==> src/rtl/exp_table.sv <==
// exp_table: DEPTH-entry expected address/data register file, one write port, combinational read.
module exp_table #(
    parameter int unsigned DEPTH = 2,
    parameter int unsigned AW    = 32,
    parameter int unsigned DW    = 32,
    parameter int unsigned IW    = 1
) (
    input  logic          clk,
    input  logic          we,
    input  logic [IW-1:0] widx,
    input  logic [AW-1:0] waddr,
    input  logic [DW-1:0] wdata,
    input  logic [IW-1:0] ridx,
    output logic [AW-1:0] raddr,
    output logic [DW-1:0] rdata
);
    // No reset: the table must survive a checker reset.
    logic [AW+DW-1:0] mem_q [DEPTH];
    always_ff @(posedge clk) begin
        if (we) mem_q[widx] <= {waddr, wdata};
    end
    assign {raddr, rdata} = mem_q[ridx];
endmodule

==> config.mk <==
export PLATFORM = sky130hd
export DESIGN_NAME = exp_table
export DESIGN_NICKNAME = d
export VERILOG_FILES = /design/src/rtl/exp_table.sv
export SDC_FILE = /design/constraint.sdc
export NUM_CORES = 1
export LEC_CHECK = 0
export ABC_AREA = 1
export ABC_CLOCK_PERIOD_IN_PS = 4050
export CAP_MARGIN = 20
export CORE_MARGIN = 1.5
export CORE_UTILIZATION = 43
export DETAILED_ROUTE_END_ITERATION = 6
export PLACE_DENSITY_LB_ADDON = 0.3
export SKIP_CTS_REPAIR_TIMING = 1
export SLEW_MARGIN = 20
export SYNTH_ARGS = -nofsm -noshare
export SYNTH_HDL_FRONTEND = slang
export SYNTH_SLANG_ARGS = --single-unit
export TNS_END_PERCENT = 10
==> constraint.sdc <==
create_clock -name clk -period 4.05 [get_ports clk]
set_input_delay 0.6075 -clock clk [delete_from_list [all_inputs] [get_ports clk]]
set_output_delay 0.6075 -clock clk [all_outputs]
set_load 0.02 [all_outputs]
# Yosys cells after proc, flatten, opt, wreduce, memory -nomap -nowiden
# Memory sizes are Yosys's and may differ from the RTL's.
# Index checks and enable logic that the tools add are counted.
[totals]
reg_bits = 0
n_memories = 1
latchBits = 0
mem_bits_ro = 0
word_cells = 3
input_bits = 68
output_inout_bits = 64
ram_bits = 128
[classes]
n_addsub = 0
bitwise = 0
mul = 0
reduce_logical = 0
eq_ne = 0
div_mod_pow = 0
magnitude_cmp = 0
shift = 0
n_mux = 2
[mem_list]
columns = ["memory", "depth", "width", "rd", "rd_ports_with_merged_regs", "write_ports", "line_no", "rtl"]
rows = [
  ["mem_q", 2, 64, 1, 0, 1, "18", "logic [AW+DW-1:0] mem_q [DEPTH];"],
]
[ops]
columns = ["op", "count"]
rows = [
  ["1-bit 2-to-1 mux", 2],
]

# Longest topological paths before layout
# Gate-level depths: netlist of the first run.
[depth]
ltp_word = 2
mapped_depth = 4
ltp_nobuf = 3

# Worst setup path after synthesis of the first run
# Ideal clock, no wire load.
[synth_path]
path_kind = "input-to-reg"
startpoint = "in we"
endpoint = "mem mem_q[0][0] (netlist bit), enable pin"
path_buffers = 0
arrival_ns = 3.332
t_required_ns = 3.562
setup_slack_ns = 0.231
setup_time_ns = 0.488
stages = 2
path_cell_list = "inv_1 > nor2_1"
[synth_between]
elab_chain_len = 2
[synth_lines]
columns = ["element", "line_no", "rtl"]
rows = [
  ["from (decl)", "9", "input logic we,"],
  ["1-bit 2-to-1 mux", "20", "if (we) mem_q[widx] <= {waddr, wdata};"],
  ["1-bit 2-to-1 mux (not written as such)", "20", ""],
  ["to (decl)", "18", ""],
]
# No other way between the ends.

# Worst setup path after layout of the first run
[layout_path]
startpoint = "in ridx"
endpoint = "out rdata[4]"
[layout_between]
elab_chain_len = 1
[layout_lines]
columns = ["element", "line_no", "rtl"]
rows = [
  ["from (decl)", "13", "input logic [IW-1:0] ridx,"],
  ["memory 2 x 64 bit", "--", ""],
  ["to (decl)", "15", "output logic [DW-1:0] rdata"],
]
# No other way between the ends.

==> impl_metrics.yaml, run 1 <==
clock_network:
  cts_made_buffers: 17
  h-tree-depth: 4
  cts_buffer_depth: 2
  cts_tree: "yes"
  clock_sinks: 128
  cts_root_buf: "clkbuf_8"
  cts.reportedPaths.clkPinSlew_ns: 0.06
finish:
  nNetsFinal: 548
  mostFrequentLayoutCells: "nand2_1 (193), clkdlybuf4s50_1 (130), edfxtp_1 (128)"
  final_common_cell: "nand2_1"
  area_delta_synth_final_pct: 42.6
  largest_reg_flops: 128
  drive_gt1_frac: 0.0791
  fillCellCount: 800
  top_regs: "mem_q x128"
  n_antenna_cell: 0
  fin_util: 0.624
  top_register: "mem_q"
pwr:
  power_density_nw_per_um2: 510
  ir_drop_v: 0.000284
  p_leak_nw: 2.60
critical_path:
  crit_path_start_kind: "input pin"
  crit_path_start: "ridx"
  endpoint: "rdata[4]"
  path_max_fanout: 44
  required_ns: 3.44
  path_class: "in -> out"
  worst_ep_arrival_time_ns: 2.35
  cp-end-kind: "output pin"
synthesis:
  yosys.area_share.simple: 0.155
  synthTopCellsByArea: "edfxtp_1 (82%), nand2_1 (15%), clkbuf_8 (1.8%)"
  yosys.area.top_type: "edfxtp_1"
  synth_xor_area_frac: 0
  synth_top_family_by_area: "simple AND/OR/NAND/NOR gates"
  yosysWarnings: 0
  synth_top_area_frac: 0.817
  syn_avg_cell_area_um2: 13.9
  syn-num-nets: 406
  synthCells: 338
  synth.distinct_cells: 8
  ys_seq_area_frac: 0.817
  synthMuxAreaShare: 0
  synth-compound-area-share: 0
  ys_ff_latch: 128
  synthAdderAreaFrac: 0
  syn-cell-area_um2: 4700
route:
  via_per_inst: 4.53
  drtPass1Iterations: 6
  routed_wl_um: 9050
  postRouteAntennaNets: 0
  drt_iter0_drc: 119
  post_drt_wl_per_cell_um: 14.3
  vias: 2867
  drc: 0
grt:
  antenna_found_initial: 0
  overflow: 0
  grt_pass1_vias: 2906
  grt_usage: 0.162
  grt_first_pass_wirelength_um: 13600
  grt_max_degree: 65
timing:
  max-slew-margin-rel: 0.421
  fin_setup_tns_ns: 0
  setup_slack_ns: 1.09
  tightest_slew_ns: 0.869
  drv_slew: 0
  fmax_mhz: 338
  finalHoldViolations: 0
  rsz0062_at_grt: "false"
  setup_viol: 0
  fin_crit_ns: 2.96
  fin_crit_sh: 0.730
place:
  gp_congestion: 0.736
  dp_hpwl_um: 5530
  io_buffers: 131
  pre_cts_ws_ns: 1.07
floorplan:
  coreArea_um2: 10700
  dieArea_um2: 11600
  start_util: 0.438
  std_cell_rows: 38
  die_w_um: 108
  chipHeight_um: 108
  io_pins: 132
run_status:
  outcome: "complete, no violations"
run:
  maxCapViolations: 0
min_path:
  hold_class: "in -> reg"
-- area by class of cell --
class | count | area, µm² | share of cell area
sequential | 128 | 3840 | 0.573
timing repair buffer | 136 | 1360 | 0.202
multi-input combinational | 194 | 736 | 0.110
clock buffer | 17 | 414 | 0.0618
tap | 140 | 175 | 0.0261
clock inverter | 15 | 169 | 0.0252
inverter | 3 | 11.3 | 0.00168
-- how the worst min path moves through the flow --
stage | end | startpoint | slack (ns) | cells past startpoint
global placement | mem_q[0][58] | waddr[26] | 1.18 | 1
detailed placement | mem_q[0][4] | wdata[4] | 1.19 | 1
CTS | mem_q[1][4] | wdata[4] | 0.66 | 1
floorplan | mem_q[0][0] | wdata[0] | 0.71 | 0
finish | mem_q[1][4] | wdata[4] | 0.68 | 1
global route | mem_q[1][13] | wdata[13] | 0.66 | 1
-- cell usage after synthesis --
cell type and number:
buf_2 6, buf_4 1, clkbuf_8 6, edfxtp_1 128, inv_1 2, inv_2 1, nand2_1 193, nor2_1 1
-- logic make-up after synthesis --
group / Yosys count
buf+inv: 16
flops: 128
simple gates: 194
-- critical path: stages --
cell and delay (ns):
buf_2 0.37, buf_4 0.51, nand2_1 0.12, nand2_1 0.11, clkdlybuf4s50_1 0.61
-- metrics by stage --
step | instance area (µm²) | power (mW) | hold slack (ns) | instances
2_1_floorplan | 4700 | 1.77 | 0.706 | 338
3_3_place_gp | 6120 | 1.97 | 1.18 | 601
3_5_place_dp | 6120 | 1.98 | 1.19 | 601
4_1_cts | 6710 | 3.45 | 0.656 | 633
5_1_grt | 6710 | 3.54 | 0.658 | 633
6_report | 6710 | 3.42 | 0.678 | 633
-- report_power, final --
part	switching [mW]	internal, mW
clock	0.541	0.931
combinational	0.192	0.178
sequential	0.0212	1.56
-- routing by layer --
metal / GRT usage / up-vias / part of all wire
met1: 0.184 / 1341 / 0.41
li1: - / 1434 / -
met2: 0.282 / 78 / 0.52
met5: 0 / - / 0
met3: 0.0484 / 14 / 0.051
met4: 0.0752 / 0 / 0.018
No activity file was read; power rests on OpenSTA's default activity.
==> run 2, diff against run 1 <==
Settings changed: ABC_CLOCK_PERIOD_IN_PS 4050 to 2560.
Clock period 4.05 ns to 2.56 ns, I/O delays scaled along.
==> run 2 against run 1 <==
Largest power group unchanged. Via count increased by 3.2%. Non-clock buffer count increased by 3. Final cell count increased by 0.47%. Clock-buffer cell count increased by 1. Sequential share of layout area decreased by 0.22 points. Hold slack got worse by 0.22 ns. Die area unchanged. Global-route usage increased by 0.37 points. Combinational power increased by 60%. Sequential cell count unchanged. Routed wire length decreased by 0.17%. Critical path type unchanged. Highest routed layer unchanged.
==> impl_metrics.yaml, run 2 (synthesis gave the netlist of run 1 again) <==
finish:
  drive_gt1_frac: 0.0867
  postLayoutCellArea_um2: 6730
  final_common_cell: "nand2_1"
  top_regs: "mem_q x128"
  largest_reg_flops: 128
  area_delta_synth_final_pct: 43.1
  top_register: "mem_q"
  nNetsFinal: 551
  mostFrequentLayoutCells: "nand2_1 (193), clkdlybuf4s50_1 (130), edfxtp_1 (128)"
  n_antenna_cell: 0
floorplan:
  io_pins: 132
  std_cell_rows: 38
  coreArea_um2: 10700
  start_util: 0.438
  dieArea_um2: 11600
  die_w_um: 108
  chipHeight_um: 108
timing:
  max-slew-margin-rel: 0.692
  fmax_mhz: 477
  fin_crit_sh: 0.818
  finalHoldViolations: 0
  tightest_slew_ns: 0.462
  fin_setup_tns_ns: 0
  fin_crit_ns: 2.09
  setup_viol: 0
  rsz0062_at_grt: "false"
  drv_slew: 0
grt:
  grt_first_pass_wirelength_um: 14200
  grt_pass1_vias: 2955
  antenna_found_initial: 0
  grt_max_degree: 40
  grt_usage: 0.166
  overflow: 0
critical_path:
  path_max_fanout: 36
  required_ns: 2.18
  crit_path_start_kind: "input pin"
  cp-end-kind: "output pin"
  path_class: "in -> out"
  worst_ep_arrival_time_ns: 1.71
clock_network:
  cts.reportedPaths.clkPinSlew_ns: 0.06
  cts_tree: "yes"
  h-tree-depth: 4
  clock_sinks: 128
  cts_root_buf: "clkbuf_8"
  cts_buffer_depth: 2
  cts_made_buffers: 17
route:
  drtPass1Iterations: 4
  via_per_inst: 4.65
  drc: 0
  postRouteAntennaNets: 0
  drt_iter0_drc: 144
  routed_wl_um: 9040
  vias: 2958
  post_drt_wl_per_cell_um: 14.2
pwr:
  p_total_mw: 5.37
  ir_drop_v: 0.000424
  power_density_nw_per_um2: 797
  p_leak_nw: 2.61
min_path:
  hold_class: "in -> reg"
  worstHoldPathCells: 1
run_status:
  outcome: "complete, no violations"
place:
  dp_hpwl_um: 5700
  placed_cell_area_um2: 6160
  gp_congestion: 0.719
  io_buffers: 131
run:
  maxCapViolations: 0
==> run 2: cell count changes in the layout (fill, tap and decap cells not counted), sizes merged <==
| cell | previous run | this run |
|---|---|---|
| clkbuf | 17 | 18 |
| inv | 4 | 7 |
| buf | 6 | 9 |
| clkinv | 7 | 4 |
| bufinv | 3 | 2 |
==> run 2: per-stage QoR <==
step                utilization  hold slack, ns  worst slack (ns)  cells
finish                    0.626           0.459             0.466    636
global route              0.626           0.433             0.342    636
CTS                       0.626           0.432             0.447    636
detailed placement        0.573           0.967             0.448    604
global placement          0.573           0.961             0.448    604
floorplan                     -           0.483            0.0715    338
==> run 2: where the power goes <==
| group | switching, mW | internal, mW |
|---|---|---|
| clock | 0.878 | 1.40 |
| combinational | 0.305 | 0.286 |
| sequential | 0.0327 | 2.46 |
==> run 2: worst paths after layout <==
kind / slack [ns] / endpoint / from
worst min-delay path: 0.46 / mem_q[0][52] / waddr[20]
worst max-delay path: 0.47 / rdata[0] / ridx
==> run 2: layout make-up <==
class	count	area, µm²
clock buffer	18	418
clock inverter	14	156
fill	854	4010
inverter	3	11.3
multi-input combinational	194	736
sequential	128	3840
tap	140	175
timing repair buffer	139	1390
==> run 2: critical path, stage by stage <==
cell and delay, ns:
buf_2 0.12, inv_2 0.05, buf_4 0.35, nand2_1 0.09, nand2_1 0.10, clkdlybuf4s50_1 0.61
==> run 2: routing by layer <==
metal / part of all wire / vias to the layer above / routed length [µm] / track usage
li1: - / 1440 / - / -
met2: 0.52 / 89 / 4670 / 0.289
met4: 0.013 / 0 / 115 / 0.0780
met1: 0.42 / 1420 / 3750 / 0.186
met3: 0.055 / 9 / 495 / 0.0508
met5: 0 / - / 0 / 0
